--- config.mk ---
export PLATFORM = sky130hd
export DESIGN_NAME = fwd_hazard_unit_flat
export DESIGN_NICKNAME = d
export VERILOG_FILES = /design/src/rtl/fwd_hazard_unit_if.sv /design/src/rtl/fwd_hazard_unit.sv /design/src/flat_wrapper.sv
export SDC_FILE = /design/constraint.sdc
export NUM_CORES = 1
export LEC_CHECK = 0
export ABC_AREA = 1
export BUFFER_PORTS_ARGS = -buffer_cell sky130_fd_sc_hd__buf_4
export CELL_PAD_IN_SITES_DETAIL_PLACEMENT = 1
export CELL_PAD_IN_SITES_GLOBAL_PLACEMENT = 1
export CORE_ASPECT_RATIO = 2
export CORE_MARGIN = 5
export CORE_UTILIZATION = 34
export CTS_BUF_LIST = sky130_fd_sc_hd__clkbuf_16
export CTS_CLUSTER_DIAMETER = 50
export CTS_CLUSTER_SIZE = 20
export DETAILED_ROUTE_END_ITERATION = 10
export PLACE_DENSITY_LB_ADDON = 0.1
export SYNTH_ARGS = -nofsm -noshare
export SYNTH_HDL_FRONTEND = slang
export SYNTH_SLANG_ARGS = --single-unit
--- constraint.sdc ---
create_clock -name clk -period 2.6 [get_ports clk]
set_clock_uncertainty 0.05 [all_clocks]
set_input_delay 0.39 -clock clk [delete_from_list [all_inputs] [get_ports clk]]
set_output_delay 0.39 -clock clk [all_outputs]
set_load 0.03 [all_outputs]
--- src/rtl/fwd_hazard_unit_if.sv ---
// X/M-stage hazard bus between the pipeline datapath and fwd_hazard_unit.
// Optional statistics outputs exist only when FWD_HAZARD_STATS_EN is defined.
interface fwd_hazard_unit_if #(
   parameter int unsigned XLEN = 32
);
   logic [31:0]     inst_X;
   logic            valid_X;
   logic [31:0]     inst_M;
   logic            valid_M;
   logic [XLEN-1:0] alu_M;
   logic [XLEN-1:0] dmem_rdata_M;
   logic [XLEN-1:0] rs1_reg;
   logic [XLEN-1:0] rs2_reg;
   logic [XLEN-1:0] rs1_fwd;
   logic [XLEN-1:0] rs2_fwd;
   logic            DataFwd;
   logic            stall_X;
`ifdef FWD_HAZARD_STATS_EN
   logic [31:0]     stat_fwd_cnt;
   logic [31:0]     stat_stall_cnt;
`endif

   // Pipeline side: supplies instructions/data, consumes forwarding results.
   modport master (
      output inst_X, valid_X, inst_M, valid_M, alu_M, dmem_rdata_M, rs1_reg, rs2_reg,
      input  rs1_fwd, rs2_fwd, DataFwd, stall_X
`ifdef FWD_HAZARD_STATS_EN
      , input stat_fwd_cnt, stat_stall_cnt
`endif
   );

   // Hazard unit side.
   modport slave (
      input  inst_X, valid_X, inst_M, valid_M, alu_M, dmem_rdata_M, rs1_reg, rs2_reg,
      output rs1_fwd, rs2_fwd, DataFwd, stall_X
`ifdef FWD_HAZARD_STATS_EN
      , output stat_fwd_cnt, stat_stall_cnt
`endif
   );
endinterface

--- src/rtl/fwd_hazard_unit.sv ---
// RAW hazard resolution for the X-stage instruction: rs1/rs2 forwarding from
// M and a DEPTH-entry retired-writeback history, store-data forwarding from
// DMEM read data, and a one-cycle load-use stall.
// Optional macro FWD_HAZARD_STATS_EN adds saturating forward/stall counters.
module fwd_hazard_unit #(
   parameter int unsigned XLEN  = 32,
   parameter int unsigned DEPTH = 2,
   parameter int unsigned AW    = 5
) (
   input logic              clk,
   input logic              rst,
   fwd_hazard_unit_if.slave bus
);
   localparam logic [6:0] OP_LUI    = 7'b0110111;
   localparam logic [6:0] OP_AUIPC  = 7'b0010111;
   localparam logic [6:0] OP_JAL    = 7'b1101111;
   localparam logic [6:0] OP_JALR   = 7'b1100111;
   localparam logic [6:0] OP_OP     = 7'b0110011;
   localparam logic [6:0] OP_IMM    = 7'b0010011;
   localparam logic [6:0] OP_LOAD   = 7'b0000011;
   localparam logic [6:0] OP_STORE  = 7'b0100011;
   localparam logic [6:0] OP_BRANCH = 7'b1100011;
   localparam logic [6:0] OP_SYSTEM = 7'b1110011;

   localparam logic DataFwd_REG = 1'b0;
   localparam logic DataFwd_MEM = 1'b1;

   typedef enum logic {RUN, LDSTALL} state_t;
   state_t state;

   logic [AW-1:0]   rd_M, rs1_X, rs2_X;
   logic [6:0]      op_X, op_M;
   logic            m_writer, m_load_wr, m_alu_wr;
   logic            rs1_used, rs2_used, x_store;
   logic            rs1_live, rs2_live;
   logic            rs1_hit, rs2_hit;
   logic [XLEN-1:0] rs1_sel, rs2_sel;
   logic            store_fwd, load_use, stall;

   logic [DEPTH-1:0] hist_v;
   logic [AW-1:0]    hist_rd [DEPTH];
   logic [XLEN-1:0]  hist_d  [DEPTH];

   logic unused_bits;
   assign unused_bits = ^{bus.inst_X[31:25], bus.inst_X[14:7], bus.inst_M[31:15]};

   // Writer decode in M and reader decode in X.
   always_comb begin
      op_M     = bus.inst_M[6:0];
      op_X     = bus.inst_X[6:0];
      rd_M     = bus.inst_M[7 +: AW];
      rs1_X    = bus.inst_X[15 +: AW];
      rs2_X    = bus.inst_X[20 +: AW];
      m_writer = 1'b0;
      case (op_M)
         OP_LUI, OP_AUIPC, OP_JAL, OP_JALR, OP_OP, OP_IMM, OP_LOAD: m_writer = 1'b1;
         OP_SYSTEM: m_writer = (bus.inst_M[14:12] != 3'b000);
         default:   m_writer = 1'b0;
      endcase
      m_writer  = m_writer && bus.valid_M && (rd_M != '0);
      m_load_wr = m_writer && (op_M == OP_LOAD);
      m_alu_wr  = m_writer && (op_M != OP_LOAD);
      rs1_used  = !((op_X == OP_LUI) || (op_X == OP_AUIPC) || (op_X == OP_JAL));
      rs2_used  = (op_X == OP_OP) || (op_X == OP_STORE) || (op_X == OP_BRANCH);
      x_store   = (op_X == OP_STORE);
      rs1_live  = bus.valid_X && rs1_used && (rs1_X != '0);
      rs2_live  = bus.valid_X && rs2_used && (rs2_X != '0);
   end

   // Operand select: M (non-load) beats history, newest history entry first.
   always_comb begin
      rs1_hit = 1'b0;
      rs2_hit = 1'b0;
      rs1_sel = bus.rs1_reg;
      rs2_sel = bus.rs2_reg;
      if (m_alu_wr && (rd_M == rs1_X)) begin
         rs1_hit = 1'b1;
         rs1_sel = bus.alu_M;
      end
      if (m_alu_wr && (rd_M == rs2_X)) begin
         rs2_hit = 1'b1;
         rs2_sel = bus.alu_M;
      end
      for (int unsigned k = 0; k < DEPTH; k++) begin
         if (!rs1_hit && hist_v[k] && (hist_rd[k] == rs1_X)) begin
            rs1_hit = 1'b1;
            rs1_sel = hist_d[k];
         end
         if (!rs2_hit && hist_v[k] && (hist_rd[k] == rs2_X)) begin
            rs2_hit = 1'b1;
            rs2_sel = hist_d[k];
         end
      end
      store_fwd   = rs2_live && x_store && m_load_wr && (rd_M == rs2_X);
      load_use    = m_load_wr && ((rs1_live && (rd_M == rs1_X)) ||
                                  (rs2_live && !x_store && (rd_M == rs2_X)));
      stall       = (state == RUN) && load_use;
      bus.rs1_fwd = rs1_live ? rs1_sel : bus.rs1_reg;
      bus.rs2_fwd = rs2_live ? rs2_sel : bus.rs2_reg;
      bus.DataFwd = store_fwd ? DataFwd_MEM : DataFwd_REG;
      bus.stall_X = stall;
   end

   // Retired-writeback history: newest at entry0, bubbles shift in on non-writers.
   always_ff @(posedge clk) begin
      if (rst) begin
         hist_v <= '0;
      end else begin
         hist_v[0]  <= m_writer;
         hist_rd[0] <= rd_M;
         hist_d[0]  <= m_load_wr ? bus.dmem_rdata_M : bus.alu_M;
         for (int unsigned k = 1; k < DEPTH; k++) begin
            hist_v[k]  <= hist_v[k-1];
            hist_rd[k] <= hist_rd[k-1];
            hist_d[k]  <= hist_d[k-1];
         end
      end
   end

   // Load-use FSM: one stall cycle, then the load is visible from entry0.
   always_ff @(posedge clk) begin
      if (rst) begin
         state <= RUN;
      end else begin
         case (state)
            RUN:     if (stall) state <= LDSTALL;
            LDSTALL: state <= RUN;
            default: state <= RUN;
         endcase
      end
   end

`ifdef FWD_HAZARD_STATS_EN
   logic [31:0] fwd_cnt, stall_cnt;
   logic        fwd_any;

   assign fwd_any            = (rs1_live && rs1_hit) || (rs2_live && rs2_hit) || store_fwd;
   assign bus.stat_fwd_cnt   = fwd_cnt;
   assign bus.stat_stall_cnt = stall_cnt;

   // Saturating event counters.
   always_ff @(posedge clk) begin
      if (rst) begin
         fwd_cnt   <= '0;
         stall_cnt <= '0;
      end else begin
         if (fwd_any && (fwd_cnt != '1))   fwd_cnt   <= fwd_cnt + 32'd1;
         if (stall && (stall_cnt != '1))   stall_cnt <= stall_cnt + 32'd1;
      end
   end
`endif
endmodule

--- src/flat_wrapper.sv ---
// flat-port wrapper written by rule: the top's interface ports become plain ports
module fwd_hazard_unit_flat 
#(
   parameter int unsigned XLEN  = 32,
   parameter int unsigned DEPTH = 2,
   parameter int unsigned AW    = 5
)
  (clk, rst, bus_inst_X, bus_valid_X, bus_inst_M, bus_valid_M, bus_alu_M, bus_dmem_rdata_M, bus_rs1_reg, bus_rs2_reg, bus_rs1_fwd, bus_rs2_fwd, bus_DataFwd, bus_stall_X);
  fwd_hazard_unit_if #(.XLEN(XLEN)) bus_i ();
  input logic clk;
  input logic rst;
  input wire logic [$bits(bus_i.inst_X)-1:0] bus_inst_X;
  input wire logic [$bits(bus_i.valid_X)-1:0] bus_valid_X;
  input wire logic [$bits(bus_i.inst_M)-1:0] bus_inst_M;
  input wire logic [$bits(bus_i.valid_M)-1:0] bus_valid_M;
  input wire logic [$bits(bus_i.alu_M)-1:0] bus_alu_M;
  input wire logic [$bits(bus_i.dmem_rdata_M)-1:0] bus_dmem_rdata_M;
  input wire logic [$bits(bus_i.rs1_reg)-1:0] bus_rs1_reg;
  input wire logic [$bits(bus_i.rs2_reg)-1:0] bus_rs2_reg;
  output wire logic [$bits(bus_i.rs1_fwd)-1:0] bus_rs1_fwd;
  output wire logic [$bits(bus_i.rs2_fwd)-1:0] bus_rs2_fwd;
  output wire logic [$bits(bus_i.DataFwd)-1:0] bus_DataFwd;
  output wire logic [$bits(bus_i.stall_X)-1:0] bus_stall_X;
  assign bus_i.inst_X = bus_inst_X;
  assign bus_i.valid_X = bus_valid_X;
  assign bus_i.inst_M = bus_inst_M;
  assign bus_i.valid_M = bus_valid_M;
  assign bus_i.alu_M = bus_alu_M;
  assign bus_i.dmem_rdata_M = bus_dmem_rdata_M;
  assign bus_i.rs1_reg = bus_rs1_reg;
  assign bus_i.rs2_reg = bus_rs2_reg;
  assign bus_rs1_fwd = bus_i.rs1_fwd;
  assign bus_rs2_fwd = bus_i.rs2_fwd;
  assign bus_DataFwd = bus_i.DataFwd;
  assign bus_stall_X = bus_i.stall_X;
  fwd_hazard_unit #(.XLEN(XLEN), .DEPTH(DEPTH), .AW(AW)) u_core (.clk(clk), .rst(rst), .bus(bus_i));
endmodule
======== Word level (Yosys, flattened, before mapping) ========
Memories as Yosys holds them, arrays and structs flattened.
Index checks and enable logic that the tools add are counted.
word-level totals
  word-level logic and storage cells ...... 86
  memories ................................ 2
  bits in registers ....................... 3
  output and inout bits ................... 66
  memory bits (writable) .................. 74
memories
  memory          depth  width  rd ports  clocked after memory_dff  wr ports  RTL line               text
  u_core.hist_d   2      32     2         0                         2         fwd_hazard_unit.sv:42  logic [XLEN-1:0] hist_d [DEPTH];
  u_core.hist_rd  2      5      2         0                         2         fwd_hazard_unit.sv:41  logic [AW-1:0] hist_rd [DEPTH];
cells by class
  equal/unequal tests ..................... 21
  bitwise logic cells ..................... 1
  reductions and logical operators ........ 42
  mux-type cells .......................... 18
operators with widths
  kind                                                                    number
  32-bit 2-to-1 mux                                                       9
  7-bit by 6-bit equality test with 1-bit output (second input constant)  5
  7-bit equality test (second input constant)                             5
  5-bit equality test                                                     6
  1-bit logical AND                                                       26
  7-bit by 5-bit equality test with 1-bit output (second input constant)  3
  5-bit nonzero test                                                      3
  7-bit by 2-bit equality test with 1-bit output (second input constant)  1
  1-bit 2-to-1 mux                                                        7
  7-bit by 2-bit != test with 1-bit output (second input constant)        1
  7-bit OR reduction                                                      1
  1-bit logical NOT                                                       6
  1-bit logical OR                                                        5
  1-bit case mux with 2 select lines                                      2
  3-bit nonzero test                                                      1
  1-bit inverter                                                          1

======== Depth between registers and ports, before layout ========
Gate-level depths: netlist (run 1).
  depth in word-level cells ............... 17
  depth in mapped cells ................... 13

======== Least setup slack after synthesis (run 1) ========
OpenSTA, ideal clock, no wires.
  kind .................................... input to output
  start point ............................. input bus_inst_X[3]
  end point ............................... output bus_DataFwd
  arrival time ............................ 1969 ps
  cell stages on the path ................. 6
  data required time ...................... 2160 ps
  path buffers ............................ 1
  setup slack ............................. 191 ps
  cell sequence ........................... nor3_2 -> o211ai_1 -> nor3_2 -> clkbuf_1 -> nand2_1 -> nor3_1
between the ends
  word-level cells in the longest chain between the ends .. 9
RTL lines
  item                                                                      RTL line                                      text
  from (decl)                                                               flat_wrapper.sv:12                            input wire logic [$bits(bus_i.inst_X)-1:0] bus_inst_X;
  7-bit by 6-bit equality test with 1-bit output, on equally long branches  fwd_hazard_unit.sv:64, fwd_hazard_unit.sv:65
  1-bit logical OR (2 in a row)                                             fwd_hazard_unit.sv:64                         rs2_used = (op_X == OP_OP) || (op_X == OP_STORE) || (op_X == OP_BRANCH);
  1-bit logical AND (2 in a row)                                            fwd_hazard_unit.sv:67                         rs2_live = bus.valid_X && rs2_used && (rs2_X != '0);
  1-bit logical AND * (3 in a row)                                          fwd_hazard_unit.sv:94                         store_fwd = rs2_live && x_store && m_load_wr && (rd_M == rs2_X);
  1-bit 2-to-1 mux *                                                        fwd_hazard_unit.sv:100                        bus.DataFwd = store_fwd ? DataFwd_MEM : DataFwd_REG;
  to (decl)                                                                 flat_wrapper.sv:22                            output wire logic [$bits(bus_i.DataFwd)-1:0] bus_DataFwd;
Every way passes the cells marked *; elsewhere a longest branch is shown, timed or not.

==> impl_metrics.env, run 1 <==
export IMPL_drv_cap=0
export IMPL_synth_distinct_cells=33
export IMPL_clock_fmax_mhz=362
export IMPL_clk_path_buf_depth=2
export IMPL_worstHoldPathType="in -> reg"
export IMPL_synth_top_cell_area_share_pct=31.6
export IMPL_yosys_register_bits=77
export IMPL_power_w=0.00403
export IMPL_fp_dieW_um=112
export IMPL_arrival_ns=2.32
export IMPL_io_pins=262
export IMPL_cts_sinks=77
export IMPL_synth_avg_cell_area_um2=6.30
export IMPL_rows=74
export IMPL_cts_tree="done"
export IMPL_nets=1555
export IMPL_htree_levels=3
export IMPL_path_clk_slew_ns=0.07
export IMPL_post_dp_hpwl_um=22400
export IMPL_path_cells="or2_1 -> a21oi_2 -> nand3_2 -> nor2_4 -> nand2_8 -> buf_12 -> o21bai_1 -> inv_1 -> nand2_1 -> nand2_1 -> buf_6"
export IMPL_area_growth_pct=53.8
export IMPL_ys_seq_area_share_pct=32.4
export IMPL_postLayoutCoreUtil_pct=52.9
export IMPL_status="complete, but fails checks"
export IMPL_cp_start_kind="register"
export IMPL_violations="negative setup slack"
export IMPL_initial_utilization_pct=34.4
export IMPL_multiInputGateArea_mm2=0.00420
export IMPL_worstSetupPathType="reg -> out"
export IMPL_overflow=0
export IMPL_synth_edff_count=74
export IMPL_synth_ff_type="edfxtp_1"
export IMPL_tightestPinTransition_ns=0.553
export IMPL_grt_first_pass_wirelength_um=49100
export IMPL_synth_compound_area_share_pct=7.36
export IMPL_route_detailed_drc=0
export IMPL_drtPass1Iterations=5
export IMPL_fillerInstances=2649
export IMPL_synthTopCellsByArea="edfxtp_1 (32%), nand2_1 (25%), nand4_1 (12%), inv_1 (6.5%), nand3_1 (5.0%)"
export IMPL_synth_cells=1118
export IMPL_final_cell_count_no_fill=1632
export IMPL_ys_warn_count=0
export IMPL_grt_max_degree=66
export IMPL_synthAdderAreaFrac_pct=0
export IMPL_critPathMaxFanout=17
export IMPL_grt_pass1_vias=9126
export IMPL_tns_ns=-5.61
export IMPL_place_inst=1592
export IMPL_rsz0062_at_grt="true"
export IMPL_die_y_um=214
export IMPL_power_leakage_nw=5.49
export IMPL_place_congestion=0.838
export IMPL_ant_nets=0
export IMPL_critPathRequiredTime_ns=2.16
export IMPL_clk_latency_ns=0.35
export IMPL_synthXorXnorAreaFrac_pct=0.871
export IMPL_yosys_mux_area_fraction_pct=0
export IMPL_syn_area_mm2=0.00704
export IMPL_cts_inserted_buffers=9
export IMPL_antenna_found_initial=2
export IMPL_yosysMostFrequentCell="nand2_1"
export IMPL_finalSetupViolCount=63
export IMPL_synthTopCellsByCount="nand2_1 (462), nand4_1 (136), inv_1 (122)"
export IMPL_vdd_drop_max_mv=0.344
export IMPL_seq_area_mm2=0.00228
export IMPL_root_buffer="clkbuf_16"
export IMPL_synth_top_family_by_area="simple AND/OR/NAND/NOR gates"
export IMPL_die_area_mm2=0.0239
export IMPL_drv_slew=0
export IMPL_drt_iter0_drc=449
export IMPL_yosys_area_share_simple_pct=44.9
export IMPL_slew_headroom_pct=63.1
export IMPL_syn_nets=1314
export IMPL_post_route_min_period_ns=2.76
export IMPL_viasPerCell=5.39
export IMPL_cpPeakStageDelay_ns=0.41
export IMPL_grt_util_all_layers_pct=26.1
export IMPL_wire_per_inst_um=20.5
export IMPL_io_buffers=229
export IMPL_cp_end_kind="output port"
export IMPL_fin_crit_sh_pct=106
export IMPL_design_core_area_mm2=0.0205
export IMPL_vias=8795
export IMPL_cp_common_cell="nand2_1"
export IMPL_wl_um=33500
export IMPL_yosysTopAreaCell="edfxtp_1"
export IMPL_hold_viol=0
export IMPL_synthArstFlopShare_pct=0
export IMPL_slowest_stage="edfxtp_1"
export IMPL_finalWorstSetupSlack_ns=-0.164
export IMPL_layout_drive_gt1_share_pct=33.0
export IMPL_holdWs_ns=0.181
export IMPL_p_per_area_mw_per_mm2=372
## cells by family after synthesis
logic type,count (synthesis)
buffers and inverters,243
AOI/OAI and AO/OA,85
DFF,77
and+or+nand+nor,706
xor gates and xnor gates,7
## worst max-delay path, delay by kind of cell, from the launching register on
family	cells	cell delay [ns]
flip-flops	1	0.41
AO/OA/AOI/OAI	2	0.28
buffers and inverters	3	0.39
AND/OR/NAND/NOR	6	0.88
## routing by layer
layer	wire length [um]	global-route usage, %	share of wire, %	vias to the layer above
met2	18600	49.7	55	301
met1	11900	28.3	36	4268
li1	-	-	-	4145
met5	0	0	0	-
met4	1470	13.0	4.4	0
met3	1560	3.02	4.7	81
## registers in the layout, indices dropped and copies added (netlist names)
| signal | count |
|---|---|
| u_core.hist_d | 64 |
| u_core.hist_rd | 10 |
| u_core.hist_v | 2 |
| u_core.state | 1 |
## stage by stage
step	area, um2	setup WS (ns)
2_1_floorplan	7040	0.191
3_3_place_gp	9440	0.0593
3_5_place_dp	9440	0.0202
4_1_cts	10400	-0.126
5_1_grt	10800	-0.260
6_report	10800	-0.164
## report_power, final
part	internal, W	switching, W
clock network	0.000829	0.000558
registers	0.00147	0.0000755
logic	0.000505	0.000594
## timing repair
action | CTS | global route
resized for setup | 126 | 75
cloned | 5 | 6
setup buffers | 11 | 2
endpoints found under the setup margin | 64 | 64
pin swaps | 31 | 55
hold buffers | 0 | 0
## cells in the final DEF, fill, tap and decap left out, drive strengths merged, types with 2 or more instances in the layout
cell type	count
dfxtp	3
o22ai	2
nand4	139
xor2	4
buf	300
nor2	21
diode	2
bufinv	2
a21oi	10
clkinv	24
edfxtp	74
o21ai	37
xnor2	3
clkbuf	15
nand2	464
nand3	72
or2	2
inv	147
o21bai	33
nor3	7
## cell type report
class	count	area share, %
clock buffers	9	2.08
flip-flops and latches	77	21.1
repair buffers	306	28.3
clock inverters	7	0.763
inverters	167	5.84
multi-input cells	798	38.8
well taps	266	3.07
diodes	2	0.0462
## path summary, 6_finish.rpt
kind	startpoint	end	slack (ns)	cells after the start
hold reg to reg	u_core.hist_d[0][18]$_DFFE_PN_	u_core.hist_d[0][50]$_DFFE_PN_	0.43	0
setup reg to reg	u_core.hist_rd[0][4]$_DFFE_PN_	u_core.hist_rd[0][9]$_DFFE_PN_	1.68	1
setup / recovery	u_core.hist_rd[0][6]$_DFFE_PN_	bus_rs1_fwd[14]	-0.16	11
hold / removal	rst	u_core.hist_v[1]$_SDFF_PP0_	0.18	2
Note: power is estimated with default switching activity, not from simulation.
==> run 2: changes to the inputs <==
Settings changed: PLACE_DENSITY set to 0.83, PLACE_DENSITY_LB_ADDON 0.1 to not set, SKIP_CTS_REPAIR_TIMING set to 1.
==> impl_metrics.env, run 2 (synthesis gave the netlist of run 1 again) <==
export IMPL_violations="negative setup slack"
export IMPL_finalSetupViolCount=64
export IMPL_io_buffers=229
export IMPL_antenna_found_initial=2
export IMPL_status="complete, but fails checks"
export IMPL_drt_iter0_drc=505
export IMPL_path_cells="or2_1 -> a21oi_2 -> nand3_2 -> nor2_4 -> nand2_8 -> clkbuf_16 -> o21bai_1 -> inv_1 -> nand2_1 -> nand2_1 -> buf_6"
export IMPL_largest_register="u_core.hist_d"
export IMPL_rsz0062_at_grt="true"
export IMPL_pre_cts_slack_ns=-0.00279
export IMPL_rr_endpoint="u_core.hist_rd[0][8]$_DFFE_PN_"
export IMPL_tightestPinTransition_ns=0.507
export IMPL_startpoint="u_core.hist_rd[0][6]$_DFFE_PN_"
export IMPL_ff2ff_path_depth=1
export IMPL_initial_utilization_pct=34.4
export IMPL_io_pins=262
export IMPL_fin_crit_sh_pct=106
export IMPL_final_area_mm2=0.0104
export IMPL_cp_common_cell="nand2_1"
export IMPL_worstHoldPathType="in -> reg"
export IMPL_hold_viol=0
export IMPL_final_cell_mix="nand2_1 (432), buf_4 (207), nand4_1 (136), inv_1 (118), edfxtp_1 (74)"
export IMPL_largest_reg_flops=64
export IMPL_cpPeakStageDelay_ns=0.43
export IMPL_cp_depth=11
export IMPL_worstSetupPathType="reg -> out"
export IMPL_final_cell_count_no_fill=1617
export IMPL_clock_fmax_mhz=363
export IMPL_die_area_mm2=0.0239
export IMPL_slowest_stage="edfxtp_1"
export IMPL_cts_tree="done"
export IMPL_final_common_cell="nand2_1"
export IMPL_ant_nets=0
export IMPL_drtPass1Iterations=4
export IMPL_endpoint="bus_rs1_fwd[7]"
export IMPL_htree_levels=3
export IMPL_die_y_um=214
export IMPL_design_core_area_mm2=0.0205
export IMPL_cp_start_kind="register"
export IMPL_clk_latency_ns=0.35
export IMPL_cp_end_kind="output port"
export IMPL_cts_sinks=77
export IMPL_wl_um=33300
export IMPL_power_leakage_nw=5.40
export IMPL_overflow=0
export IMPL_finalWorstSetupSlack_ns=-0.152
export IMPL_fp_dieW_um=112
export IMPL_grt_max_degree=41
export IMPL_viasPerCell=5.53
export IMPL_crit_family="simple AND/OR/NAND/NOR gates"
export IMPL_critPathMaxFanout=9
export IMPL_reg2reg_from="u_core.hist_rd[0][3]$_DFFE_PN_"
export IMPL_grt_util_all_layers_pct=25.2
export IMPL_place_congestion=0.910
export IMPL_dpl_cell_area_mm2=0.00928
export IMPL_cts_inserted_buffers=9
export IMPL_drv_cap=0
export IMPL_root_buffer="clkbuf_16"
export IMPL_path_buf_inv=3
export IMPL_post_dp_hpwl_um=22200
export IMPL_path_clk_slew_ns=0.06
export IMPL_post_route_min_period_ns=2.75
export IMPL_arrival_ns=2.31
export IMPL_rows=74
export IMPL_vdd_drop_max_mv=0.283
export IMPL_critPathRequiredTime_ns=2.16
export IMPL_grt_pass1_vias=9200
export IMPL_slew_headroom_pct=66.2
export IMPL_p_per_area_mw_per_mm2=374
export IMPL_route_detailed_drc=0
export IMPL_drv_slew=0
export IMPL_place_inst=1582
export IMPL_vias=8950
export IMPL_clk_path_buf_depth=2
export IMPL_layout_drive_gt1_share_pct=33.2
export IMPL_grt_first_pass_wirelength_um=47800
export IMPL_nets=1539
export IMPL_largestRegisters="u_core.hist_d x64, u_core.hist_rd x10, u_core.hist_v x2"
export IMPL_r2r_slack_ns=1.63
export IMPL_area_growth_pct=48.4
export IMPL_wire_per_inst_um=20.6
==> run 2: cell count changes in the layout (fill, tap and decap cells not counted), moves of 4 or more <==
cell	previous run	this run
inv_2	28	46
buf_12	26	15
clkinv_1	20	5
buf_16	4	0
buf_6	62	58
o21ai_2	24	28
==> run 2: where the power goes <==
part	total [W]	internal, W	switching, W
Combinational	0.00108	0.000486	0.000593
Clock	0.00128	0.000730	0.000549
Sequential	0.00155	0.00147	0.0000780
==> run 2: worst min path at each step <==
stage / startpoint / end / slack [ns] / cells after the start
5_1_grt: rst / u_core.hist_v[1]$_SDFF_PP0_ / 0.18 / 2
3_5_place_dp: u_core.hist_v[0]$_SDFF_PP0_ / u_core.hist_v[1]$_SDFF_PP0_ / 0.39 / 2
2_1_floorplan: u_core.hist_v[0]$_SDFF_PP0_ / u_core.hist_v[1]$_SDFF_PP0_ / 0.36 / 2
3_3_place_gp: u_core.hist_v[0]$_SDFF_PP0_ / u_core.hist_v[1]$_SDFF_PP0_ / 0.39 / 2
6_report: rst / u_core.hist_v[1]$_SDFF_PP0_ / 0.19 / 2
4_1_cts: rst / u_core.hist_v[1]$_SDFF_PP0_ / 0.18 / 2
==> run 2: routing by layer <==
| layer | wire length, um | global-route usage, % | vias to the layer above |
|---|---|---|---|
| li1 | - | - | 4113 |
| met1 | 11700 | 27.1 | 4327 |
| met2 | 17900 | 46.6 | 403 |
| met3 | 1740 | 2.57 | 107 |
| met4 | 1980 | 16.2 | 0 |
| met5 | 0 | 0 | - |
==> run 2: layout make-up <==
cell class | count | area [um2]
antenna | 3 | 7.51
clock buffer | 9 | 225
clock inverter | 7 | 57.6
fill | 2626 | 10000
inverter | 167 | 631
multi-input combinational | 798 | 4180
sequential | 77 | 2280
tap | 266 | 333
timing repair buffer | 290 | 2730
==> run 2: stage by stage <==
stage	power (W)	hold WS (ns)	utilization, %	TNS [ns]
3_3_place_gp	0.00251	0.392	45.3	0
5_1_grt	0.00405	0.184	51.0	-13.71
6_report	0.00390	0.192	51.1	-5.52
2_1_floorplan	0.00202	0.361	-	0
4_1_cts	0.00381	0.176	46.7	-9.73
3_5_place_dp	0.00253	0.392	45.3	-0.00279
==> run 3: changes to the inputs <==
Settings changed: RECOVER_POWER set to 50.
==> impl_metrics.env, run 3 (synthesis gave the netlist of run 1 again) <==
export IMPL_status="complete, but fails checks"
export IMPL_violations="negative setup slack"
export IMPL_overflow=0
export IMPL_final_cell_count_no_fill=1617
export IMPL_layout_drive_gt1_share_pct=32.8
export IMPL_multiInputGateArea_mm2=0.00418
export IMPL_grtUsageMet1_pct=27.1
export IMPL_drt_iter0_drc=485
export IMPL_vias=8896
export IMPL_gr_usage_met2_pct=46.6
export IMPL_grt_first_pass_wirelength_um=47800
export IMPL_design_core_area_mm2=0.0205
export IMPL_busiest_layer="met2"
export IMPL_cp_start_kind="register"
export IMPL_cts_inserted_buffers=9
export IMPL_path_clk_slew_ns=0.06
export IMPL_final_cell_mix="nand2_1 (432), buf_4 (199), nand4_1 (136), inv_1 (118), edfxtp_1 (74)"
export IMPL_worstHoldPathType="in -> reg"
export IMPL_area_growth_pct=47.9
export IMPL_grt_pass1_vias=9200
export IMPL_post_dp_hpwl_um=22200
export IMPL_wire_per_inst_um=20.5
export IMPL_antenna_found_initial=2
export IMPL_place_inst=1582
export IMPL_fin_crit_sh_pct=106
export IMPL_io_buffers=229
export IMPL_place_congestion=0.910
export IMPL_rows=74
export IMPL_critPathRequiredTime_ns=2.16
export IMPL_clock_fmax_mhz=363
export IMPL_hold_viol=0
export IMPL_rsz0062_at_grt="true"
export IMPL_die_y_um=214
export IMPL_grt_max_degree=41
export IMPL_p_per_area_mw_per_mm2=374
export IMPL_root_buffer="clkbuf_16"
export IMPL_grt_util_all_layers_pct=25.2
export IMPL_worstSetupPathType="reg -> out"
export IMPL_ant_nets=0
export IMPL_final_common_cell="nand2_1"
export IMPL_finalWorstSetupSlack_ns=-0.153
export IMPL_largestRegisters="u_core.hist_d x64, u_core.hist_rd x10, u_core.hist_v x2"
export IMPL_critPathMaxFanout=9
export IMPL_route_detailed_drc=0
export IMPL_finalSetupViolCount=64
export IMPL_slew_headroom_pct=19.3
export IMPL_tightestPinTransition_ns=1.20
export IMPL_largest_register="u_core.hist_d"
export IMPL_nets=1539
export IMPL_postLayoutCoreUtil_pct=50.9
export IMPL_viasPerCell=5.50
export IMPL_met3_usage_pct=2.57
export IMPL_wl_um=33200
export IMPL_vdd_drop_max_mv=0.282
export IMPL_cts_sinks=77
export IMPL_clk_path_buf_depth=2
export IMPL_post_route_min_period_ns=2.75
export IMPL_io_pins=262
export IMPL_initial_utilization_pct=34.4
export IMPL_cp_end_kind="output port"
export IMPL_drtPass1Iterations=5
export IMPL_fillerInstances=2628
export IMPL_tns_ns=-5.46
export IMPL_fp_dieW_um=112
export IMPL_die_area_mm2=0.0239
export IMPL_clk_latency_ns=0.35
export IMPL_arrival_ns=2.31
export IMPL_htree_levels=3
export IMPL_cts_tree="done"
export IMPL_largest_reg_flops=64
export IMPL_drv_cap=0
export IMPL_power_leakage_nw=5.37
export IMPL_seq_area_mm2=0.00228
export IMPL_drv_slew=0
[run 3: cell types whose count changed in the layout (fill, tap and decap cells not counted), sizes merged]
cell      before  now
clkbuf        16   25
clkinv         7    6
buf          283  274
clkinvlp       1    2
[run 3: worst max-delay path: stages (launching register included)]
cell and delay (ns):
edfxtp_1 0.43, or2_1 0.26, a21oi_2 0.16, nand3_2 0.12
nor2_4 0.15, nand2_8 0.14, clkbuf_16 0.20, o21bai_1 0.18
inv_1 0.07, nand2_1 0.07, nand2_1 0.06, buf_6 0.13
[run 3: cell type report]
cell class                      count  share of cell area, %
Inverter                          167                   6.06
Multi-Input combinational cell    798                   40.2
Timing Repair Buffer              290                   25.9
Clock inverter                      7                  0.553
Antenna cell                        3                 0.0721
Tap cell                          266                   3.20
Sequential cell                    77                   21.9
Clock buffer                        9                   2.16
[run 3: path summary, 6_finish.rpt]
kind,end,slack (ns),from,cells after the start
max reg2reg,u_core.hist_rd[0][8]$_DFFE_PN_,1.62,u_core.hist_rd[0][3]$_DFFE_PN_,1
max,bus_rs1_fwd[7],-0.15,u_core.hist_rd[0][6]$_DFFE_PN_,11
min,u_core.hist_d[0][28]$_DFFE_PN_,0.26,bus_dmem_rdata_M[28],3
min reg2reg,u_core.hist_v[1]$_SDFF_PP0_,0.42,u_core.hist_v[0]$_SDFF_PP0_,2
[run 3: metrics by stage]
stage	setup slack, ns	power, W	instance area (um2)	hold WS [ns]
after floorplan	0.191	0.00202	7040	0.361
after global routing	-0.294	0.00404	10400	0.264
final	-0.153	0.00390	10400	0.256
after global placement	0.0452	0.00251	9280	0.392
after detailed placement	-0.00279	0.00253	9280	0.392
after CTS	-0.249	0.00381	9560	0.176
[run 3: power by group]
group          internal, W  switching, W  total, W
sequential         0.00147     0.0000782   0.00155
clock             0.000730      0.000549   0.00128
combinational     0.000480      0.000590   0.00107
total              0.00268       0.00122   0.00390
[run 3: layer usage]
metal  share of wire [%]  vias up  wire length (um)
li1                    -     4107                 -
met5                   0        -                 0
met4                 5.8        0              1940
met3                 5.5      107              1840
met2                  54      384             17900
met1                  35     4298             11500
